File: src/rtl/irq_sched_pkg.sv
// Shared types and constants for the interrupt scheduler.
// Imported by the scheduler top, its interface users and the bench.
package irq_sched_pkg;

  typedef enum logic [1:0] {
    ST_IDLE = 2'd0,
    ST_REQ  = 2'd1,
    ST_SVC  = 2'd2
  } state_t;

  localparam int VEC_NONE = 0;

endpackage

File: src/rtl/irq_sched_if.sv
// Bundle of the scheduler's request-line, mask and CPU handshake signals.
// Handshake: irq_req/irq_vec stay stable until a 1-cycle irq_ack pulse is seen;
// busy then holds until a 1-cycle isr_done pulse.
interface irq_sched_if #(parameter int WIDTH = 4);
  localparam int N = 2 ** WIDTH;

  logic [N-1:0]     irq;
  logic             gie;
  logic             mask_we;
  logic [N-1:0]     mask_wdata;
  logic [N-1:0]     mask;
  logic [N-1:0]     pending;
  logic             irq_req;
  logic [WIDTH-1:0] irq_vec;
  logic             irq_ack;
  logic             isr_done;
  logic             busy;

  modport slave (
    input  irq, gie, mask_we, mask_wdata, irq_ack, isr_done,
    output mask, pending, irq_req, irq_vec, busy
  );

  modport master (
    output irq, gie, mask_we, mask_wdata, irq_ack, isr_done,
    input  mask, pending, irq_req, irq_vec, busy
  );
endinterface

File: src/rtl/irq_sched_prio_enc.sv
// Priority encoder: index of the highest set bit, 0 when none is set.
module prio_enc #(
  parameter int WIDTH = 4
) (
  input  logic [2**WIDTH-1:0] req,
  output logic [WIDTH-1:0]    sel
);

  // Later (higher) indices overwrite earlier ones; bit 0 maps to "none".
  always_comb begin
    sel = '0;
    for (int i = 0; i < 2 ** WIDTH; i++) begin
      if (req[i]) sel = WIDTH'(i);
    end
  end

endmodule

File: src/rtl/irq_sched.sv
// Interrupt scheduler: edge capture into pending, mask/gie qualification,
// highest-vector selection and a non-nesting req/ack/done handshake.
module irq_sched
  import irq_sched_pkg::*;
#(
  parameter int WIDTH = 4
) (
  input  logic        clk,
  input  logic        arst,
  irq_sched_if.slave  bus,
  output state_t      dbg_state
);

  localparam int N = 2 ** WIDTH;

  logic [N-1:0]     irq_prev_q, irq_prev_d;
  logic [N-1:0]     pending_q, pending_d;
  logic [N-1:0]     mask_q, mask_d;
  logic [N-1:0]     edge_v, clr, qual;
  logic [WIDTH-1:0] sel;
  logic [WIDTH-1:0] irq_vec_q, irq_vec_d;
  logic             irq_req_q, irq_req_d;
  logic             busy_q, busy_d;
  logic             ack_take;
  state_t           state_q, state_d;

  prio_enc #(.WIDTH(WIDTH)) u_prio_enc (
    .req (qual),
    .sel (sel)
  );

  // Clear and set are applied in that order so a fresh edge on the acked bit survives.
  always_comb begin
    ack_take   = (state_q == ST_REQ) && bus.irq_ack;
    edge_v     = bus.irq & ~irq_prev_q;
    irq_prev_d = bus.irq;
    clr        = '0;
    if (ack_take) clr[irq_vec_q] = 1'b1;
    pending_d    = (pending_q & ~clr) | edge_v;
    pending_d[0] = 1'b0;
    mask_d = mask_q;
    if (bus.mask_we) begin
      mask_d    = bus.mask_wdata;
      mask_d[0] = 1'b0;
    end
    qual = bus.gie ? (pending_q & mask_q) : '0;
  end

  always_comb begin
    state_d = state_q;
    case (state_q)
      ST_IDLE: if (sel != WIDTH'(VEC_NONE)) state_d = ST_REQ;
      ST_REQ:  if (ack_take)                state_d = ST_SVC;
      ST_SVC:  if (bus.isr_done)            state_d = ST_IDLE;
      default:                              state_d = ST_IDLE;
    endcase
  end

  // Request and vector are frozen outside IDLE; only ack/done move them.
  always_comb begin
    irq_req_d = irq_req_q;
    irq_vec_d = irq_vec_q;
    busy_d    = busy_q;
    case (state_q)
      ST_IDLE: begin
        if (sel != WIDTH'(VEC_NONE)) begin
          irq_req_d = 1'b1;
          irq_vec_d = sel;
        end
      end
      ST_REQ: begin
        if (ack_take) begin
          irq_req_d = 1'b0;
          busy_d    = 1'b1;
        end
      end
      ST_SVC: begin
        if (bus.isr_done) busy_d = 1'b0;
      end
      default: begin
        irq_req_d = 1'b0;
        busy_d    = 1'b0;
      end
    endcase
  end

  always_ff @(posedge clk or posedge arst) begin
    if (arst) begin
      irq_prev_q <= '0;
      pending_q  <= '0;
      mask_q     <= '0;
      state_q    <= ST_IDLE;
      irq_req_q  <= 1'b0;
      irq_vec_q  <= WIDTH'(VEC_NONE);
      busy_q     <= 1'b0;
    end else begin
      irq_prev_q <= irq_prev_d;
      pending_q  <= pending_d;
      mask_q     <= mask_d;
      state_q    <= state_d;
      irq_req_q  <= irq_req_d;
      irq_vec_q  <= irq_vec_d;
      busy_q     <= busy_d;
    end
  end

  assign bus.mask    = mask_q;
  assign bus.pending = pending_q;
  assign bus.irq_req = irq_req_q;
  assign bus.irq_vec = irq_vec_q;
  assign bus.busy    = busy_q;
  assign dbg_state   = state_q;

endmodule

File: src/flat_wrapper.sv
// flat-port wrapper written by rule: the top's interface ports become plain ports
module irq_sched_flat import irq_sched_pkg::*;
#(
  parameter int WIDTH = 4
)
  (clk, arst, dbg_state, bus_irq, bus_gie, bus_mask_we, bus_mask_wdata, bus_irq_ack, bus_isr_done, bus_mask, bus_pending, bus_irq_req, bus_irq_vec, bus_busy);
  irq_sched_if #(.WIDTH(WIDTH)) bus_i ();
  input  logic clk;
  input  logic arst;
  output state_t dbg_state;
  input wire logic [$bits(bus_i.irq)-1:0] bus_irq;
  input wire logic [$bits(bus_i.gie)-1:0] bus_gie;
  input wire logic [$bits(bus_i.mask_we)-1:0] bus_mask_we;
  input wire logic [$bits(bus_i.mask_wdata)-1:0] bus_mask_wdata;
  input wire logic [$bits(bus_i.irq_ack)-1:0] bus_irq_ack;
  input wire logic [$bits(bus_i.isr_done)-1:0] bus_isr_done;
  output wire logic [$bits(bus_i.mask)-1:0] bus_mask;
  output wire logic [$bits(bus_i.pending)-1:0] bus_pending;
  output wire logic [$bits(bus_i.irq_req)-1:0] bus_irq_req;
  output wire logic [$bits(bus_i.irq_vec)-1:0] bus_irq_vec;
  output wire logic [$bits(bus_i.busy)-1:0] bus_busy;
  assign bus_i.irq = bus_irq;
  assign bus_i.gie = bus_gie;
  assign bus_i.mask_we = bus_mask_we;
  assign bus_i.mask_wdata = bus_mask_wdata;
  assign bus_i.irq_ack = bus_irq_ack;
  assign bus_i.isr_done = bus_isr_done;
  assign bus_mask = bus_i.mask;
  assign bus_pending = bus_i.pending;
  assign bus_irq_req = bus_i.irq_req;
  assign bus_irq_vec = bus_i.irq_vec;
  assign bus_busy = bus_i.busy;
  irq_sched #(.WIDTH(WIDTH)) u_core (.clk(clk), .arst(arst), .bus(bus_i), .dbg_state(dbg_state));
endmodule
File: config.mk
export PLATFORM = sky130hd
export DESIGN_NAME = irq_sched_flat
export DESIGN_NICKNAME = d
export VERILOG_FILES = /design/src/rtl/irq_sched_pkg.sv /design/src/rtl/irq_sched_if.sv /design/src/rtl/irq_sched_prio_enc.sv /design/src/rtl/irq_sched.sv /design/src/flat_wrapper.sv
export SDC_FILE = /design/constraint.sdc
export NUM_CORES = 1
export LEC_CHECK = 0
export CORE_MARGIN = 4
export CORE_UTILIZATION = 40
export DETAILED_ROUTE_END_ITERATION = 6
export GPL_ROUTABILITY_DRIVEN = 1
export PLACE_DENSITY_LB_ADDON = 0.08
export SLEW_MARGIN = 20
export SYNTH_ARGS = -nofsm -noshare
export SYNTH_HDL_FRONTEND = slang
export SYNTH_SLANG_ARGS = --single-unit
File: constraint.sdc
create_clock -name clk -period 1.8 [get_ports clk]
set_clock_uncertainty 0.1 [all_clocks]
set_input_delay 0.36 -clock clk [delete_from_list [all_inputs] [get_ports clk]]
set_output_delay 0.36 -clock clk [all_outputs]
set_load 0.01 [all_outputs]
# Yosys cells after proc, flatten, opt, wreduce, memory -nomap -nowiden

Index checks and enable logic that the tools add are counted.

Output and inout port bits: 40
Bits in registers: 54
Logic and storage cells: 59

Equality and inequality tests: 5
Bitwise gates (word level): 8
Reductions and logical operators: 8
Order comparisons: 2
Multiplexer cells: 29

Operators by type and width:

| operator                                                           | count |
|---|---|
| 2-to-1 mux 4 bit                                                   | 14 |
| AND 16 bit                                                         | 3 |
| 2-to-1 mux 16 bit                                                  | 2 |
| inverter 16 bit                                                    | 2 |
| bitwise OR 16 bit                                                  | 1 |
| AND reduction 3 bit                                                | 3 |
| 2-to-1 mux 1 bit                                                   | 6 |
| 2-to-1 mux 2 bit                                                   | 3 |
| case mux 1 bit (3 select lines)                                    | 2 |
| case mux 2 bit (3 select lines)                                    | 1 |
| < comparator 4 x 5 -> 1 bit (second input constant)                | 1 |
| demux 1 bit (select 4 bit)                                         | 1 |
| greater-or-equal comparator 4 x 1 -> 1 bit (second input constant) | 1 |
| inequality test 2 x 1 -> 1 bit (second input constant)             | 2 |
| nonzero test 4 bit                                                 | 1 |
| equality test 2 x 1 -> 1 bit (second input constant)               | 1 |
| equality test 2 bit (second input constant)                        | 1 |
| logical AND 1 bit                                                  | 2 |
| logical NOT 2 bit                                                  | 1 |
| inequality test 2 bit (second input constant)                      | 1 |
| inverter 1 bit                                                     | 2 |
| AND reduction 2 bit                                                | 1 |

# Depth between registers and ports, before layout

Depth after elaboration: 20
Depth in mapped cells: 6
Depth with buffers taken out: 6

# By module

Synthesis repeated with hierarchy kept, for this count alone.

Cells, all modules: 193
Area total of the unflattened synthesis: 2219.6 µm²

By module, submodules not included:

| module    | area each (µm²) | cells an instance | sequential area each (µm²) | times used |
|---|---|---|---|---|
| irq_sched | 2078.2          | 168               | 1326.3                     | 1 |
| prio_enc  | 141.4           | 25                | 0.0                        | 1 |

# Worst setup path before layout

No wires, ideal clock.

Path kind: register to register
Start point: register u_core.pending_q[12] (netlist: u_core.bus.pending[12])
End point: register u_core.irq_req_q (netlist: u_core.bus.irq_req)
Setup slack: 0.149 ns
Data arrival time: 1.432 ns
Library setup time: 0.119 ns
Cell stages (with the launch flop): 7
Required time: 1.581 ns
Period minus slack after synthesis: 1.651 ns
Cell sequence: dfrtp_1 nand2_1 a32o_1 a22o_1 a22oi_2 a21oi_2 a21o_2

Cells in the longest elaborated chain, start to end: 9

Ends and longest elaborated chain:

| element                                         | RTL line                 | text |
|---|---|---|
| start, declared                                 | irq_sched.sv:17          | `logic [N-1:0] pending_q, pending_d;` |
| start signal, assigned                          | irq_sched.sv:98          | `pending_q <= pending_d;` |
| AND 16 bit                                      | irq_sched.sv:46          | `qual = bus.gie ? (pending_q & mask_q) : '0;` |
| 2-to-1 mux 16 bit                               | irq_sched.sv:46          |  |
| 2-to-1 mux 4 bit (4 in a row)                   | irq_sched_prio_enc.sv:13 | `if (req[i]) sel = WIDTH'(i);` |
| nonzero test 4 bit                              | irq_sched.sv:66          | `if (sel != WIDTH'(VEC_NONE)) begin` |
| inequality test 2 x 1 -> 1 bit (no source line) | --                       |  |
| AND reduction 3 bit (no source line)            | --                       |  |
| end signal, assigned                            | irq_sched.sv:101         | `irq_req_q <= irq_req_d;` |
| end, declared                                   | irq_sched.sv:22          | `logic irq_req_q, irq_req_d;` |

No other way between the ends.
A chain may end at the register's enable or synchronous reset.

# Worst setup path in the final report

Start point: register u_core.pending_q[13] (netlist: u_core.bus.pending[13])
End point: output bus_pending[13]

RTL lines:

| element       | RTL line           | text |
|---|---|---|
| end, declared | flat_wrapper.sv:18 | `output wire logic [$bits(bus_i.pending)-1:0] bus_pending;` |

No word-level cell between the ends.

==> flow_summary.json <==
{
  "seqCellArea_um2": 1329,
  "cpMaxStageDelayCell": "clkdlybuf4s50_1",
  "worstPathCellList": "clkdlybuf4s50_1",
  "clock-sinks": 53,
  "fin_util_pct": 62.17,
  "grt_first_pass_wirelength_um": 8286,
  "place_hpwl_um": 3936,
  "maxCapViolCount": 0,
  "start_util_pct": 41.48,
  "wl_per_cell_um": 15.15,
  "tns_ns": 0,
  "mostFrequentLayoutCell": "clkdlybuf4s50_1",
  "area_delta_synth_final_pct": 49.88,
  "layout_common_cells": "clkdlybuf4s50_1, dfrtp_1, o21ai_0",
  "clock_latency_ns": 0.30,
  "core_um2": 5140,
  "fin_crit_ns": 1.743,
  "portBuffers": 73,
  "viasPerCell": 4.951,
  "die_x_um": 81.01,
  "setup_viol": 0,
  "numCtsBuffers": 5,
  "cpLargestDelayFamily": "buffers and inverters",
  "multi_input_area_um2": 725.7,
  "drt_pass1_iterations": 4,
  "startpoint_type": "flop",
  "antenna_cells": 0,
  "cpPeakStageDelay_ns": 0.56,
  "crit_buf_inv": 1,
  "synth_cell_types": 33,
  "path_max_fanout": 4,
  "fmax_mhz": 573.7,
  "rrSetupSlack_ns": 0.09,
  "antenna_found_initial": 0,
  "overflow": 0,
  "async_flop_share_pct": 100.0,
  "hold_viol": 0,
  "yosysWarnings": 0,
  "synth_seq_cells": 53,
  "antenna_left": 0,
  "drv_slew": 0,
  "ios": 78,
  "cts_hold_buffers": 0,
  "syn_area_um2": 2132,
  "critPathArrivalTime_ns": 1.28,
  "ctsRootBufferMaster": "clkbuf_8",
  "power.density_nw_per_um2": 1104,
  "htree_levels": 2,
  "globalRouteTotalUtil_pct": 16.92,
  "synth_edf_count": 0,
  "vias": 1733,
  "peakVddDrop_uv": 554.1,
  "power.leakage_uw": 0.001386,
  "grt_setup_unrepaired": "true",
  "clkSlewWorstSetupHoldPaths_ns": 0.09,
  "hp-class": "in2async",
  "die_area_um2": 6562,
  "gp_congestion": 0.8813,
  "avgSynthCellArea_um2": 11.40,
  "crit_path_end_kind": "primary output",
  "status": "completed",
  "drive_above_1_share_pct": 16.43,
  "synthFlopType": "dfrtp_1",
  "die_height_um": 81.01,
  "dr.first_iter.drc_count": 57,
  "fp-row-count": 26,
  "tritoncts": "yes",
  "yosysSeqAreaShare_pct": 62.21,
  "grt_max_degree": 54,
  "period_share_pct": 96.84,
  "drt-total-wl_um": 5302,
  "fillers": 472,
  "drc": 0,
  "cp.required_ns": 1.34,
  "first_global_vias": 1687,
  "syn_inst": 187,
  "final_nets": 317,
  "crit_type": "reg2out",
  "clock_path_buffers": 2
}
final timing paths:
check	from	to	cells after the start
max reg2reg	u_core.bus.pending[11]$_DFF_PP0_	u_core.dbg_state[0]$_DFFE_PP0P_	6
max in group asynchronous	arst	u_core.dbg_state[0]$_DFFE_PP0P_	3
min reg2reg	u_core.irq_prev_q[7]$_DFF_PP0_	u_core.bus.pending[7]$_DFF_PP0_	1
max	u_core.bus.pending[13]$_DFF_PP0_	bus_pending[13]	1
min	arst	u_core.irq_prev_q[11]$_DFF_PP0_	3
min in group clk	u_core.irq_prev_q[7]$_DFF_PP0_	u_core.bus.pending[7]$_DFF_PP0_	1
power by group:
group          switching, uW  total [uW]  internal (uW)
Sequential               174        1570           1400
Combinational            611        1300            693
Clock                    379         648            269
Total                   1160        3530           2360
cells by family after synthesis:
group	Yosys count	synth area share, %
AOI/OAI and AO/OA	61	17.72
muxes	16	8.392
buffers and inverters	25	4.812
other	1	0.1759
and+or+nand+nor	31	6.690
DFF	53	62.21
metrics by stage:
step	hold slack (ns)	std cells	setup WS, ns	total power (uW)	area [um2]
after floorplan	0.2914	188	0.05377	2117	2136
after global placement	0.3008	339	-0.01063	2839	3045
after detailed placement	0.3090	339	-0.04920	2851	3045
after CTS	0.3225	347	0.002134	3509	3133
after global routing	0.3282	350	0.001799	3756	3196
final	0.3077	350	0.05685	3526	3196
final cells by class:
cell class	count	share of cell area [%]
multi-input cells	110	22.71
clock buffers	5	2.153
flip-flops and latches	53	41.58
well taps	70	2.741
clock inverters	3	0.5482
inverters	21	2.467
repair buffers	88	27.80
registers in the layout, indices dropped and copies added, names as in the netlist:
register,count
u_core.irq_prev_q,15
u_core.bus.busy,1
u_core.bus.mask,15
u_core.bus.pending,15
u_core.dbg_state,2
u_core.bus.irq_req,1
u_core.bus.irq_vec,4
synthesized netlist by cell type (2+ instances only):
cell type	instances	area (um2)
nand2_1	18	67.56
o31ai_1	3	22.52
dfrtp_1	53	1326
a22oi_1	5	37.54
nor2_1	3	11.26
a21oi_1	3	15.01
inv_1	21	78.83
mux2_2	15	168.9
o21ai_0	34	170.2
a22o_1	2	17.52
buf_4	2	15.01
nand4_1	2	12.51
nand2b_1	2	12.51
o22ai_1	3	18.77
a32o_1	2	20.02
nand3_1	2	10.01
per-layer routing:
layer  routed length, um  vias up  track usage (%)
met5                   0        -                0
met4                  98        0            6.588
met3                 365        9            5.100
met2                2393       55            25.94
met1                2444      824            22.54
li1                    -      845                -
what timing repair did:
item                       CTS  global route
setup endpoints to repair    1            16
gates resized for setup      1            12
buffers inserted             0             3
Power figures use the tool's default switching activity.
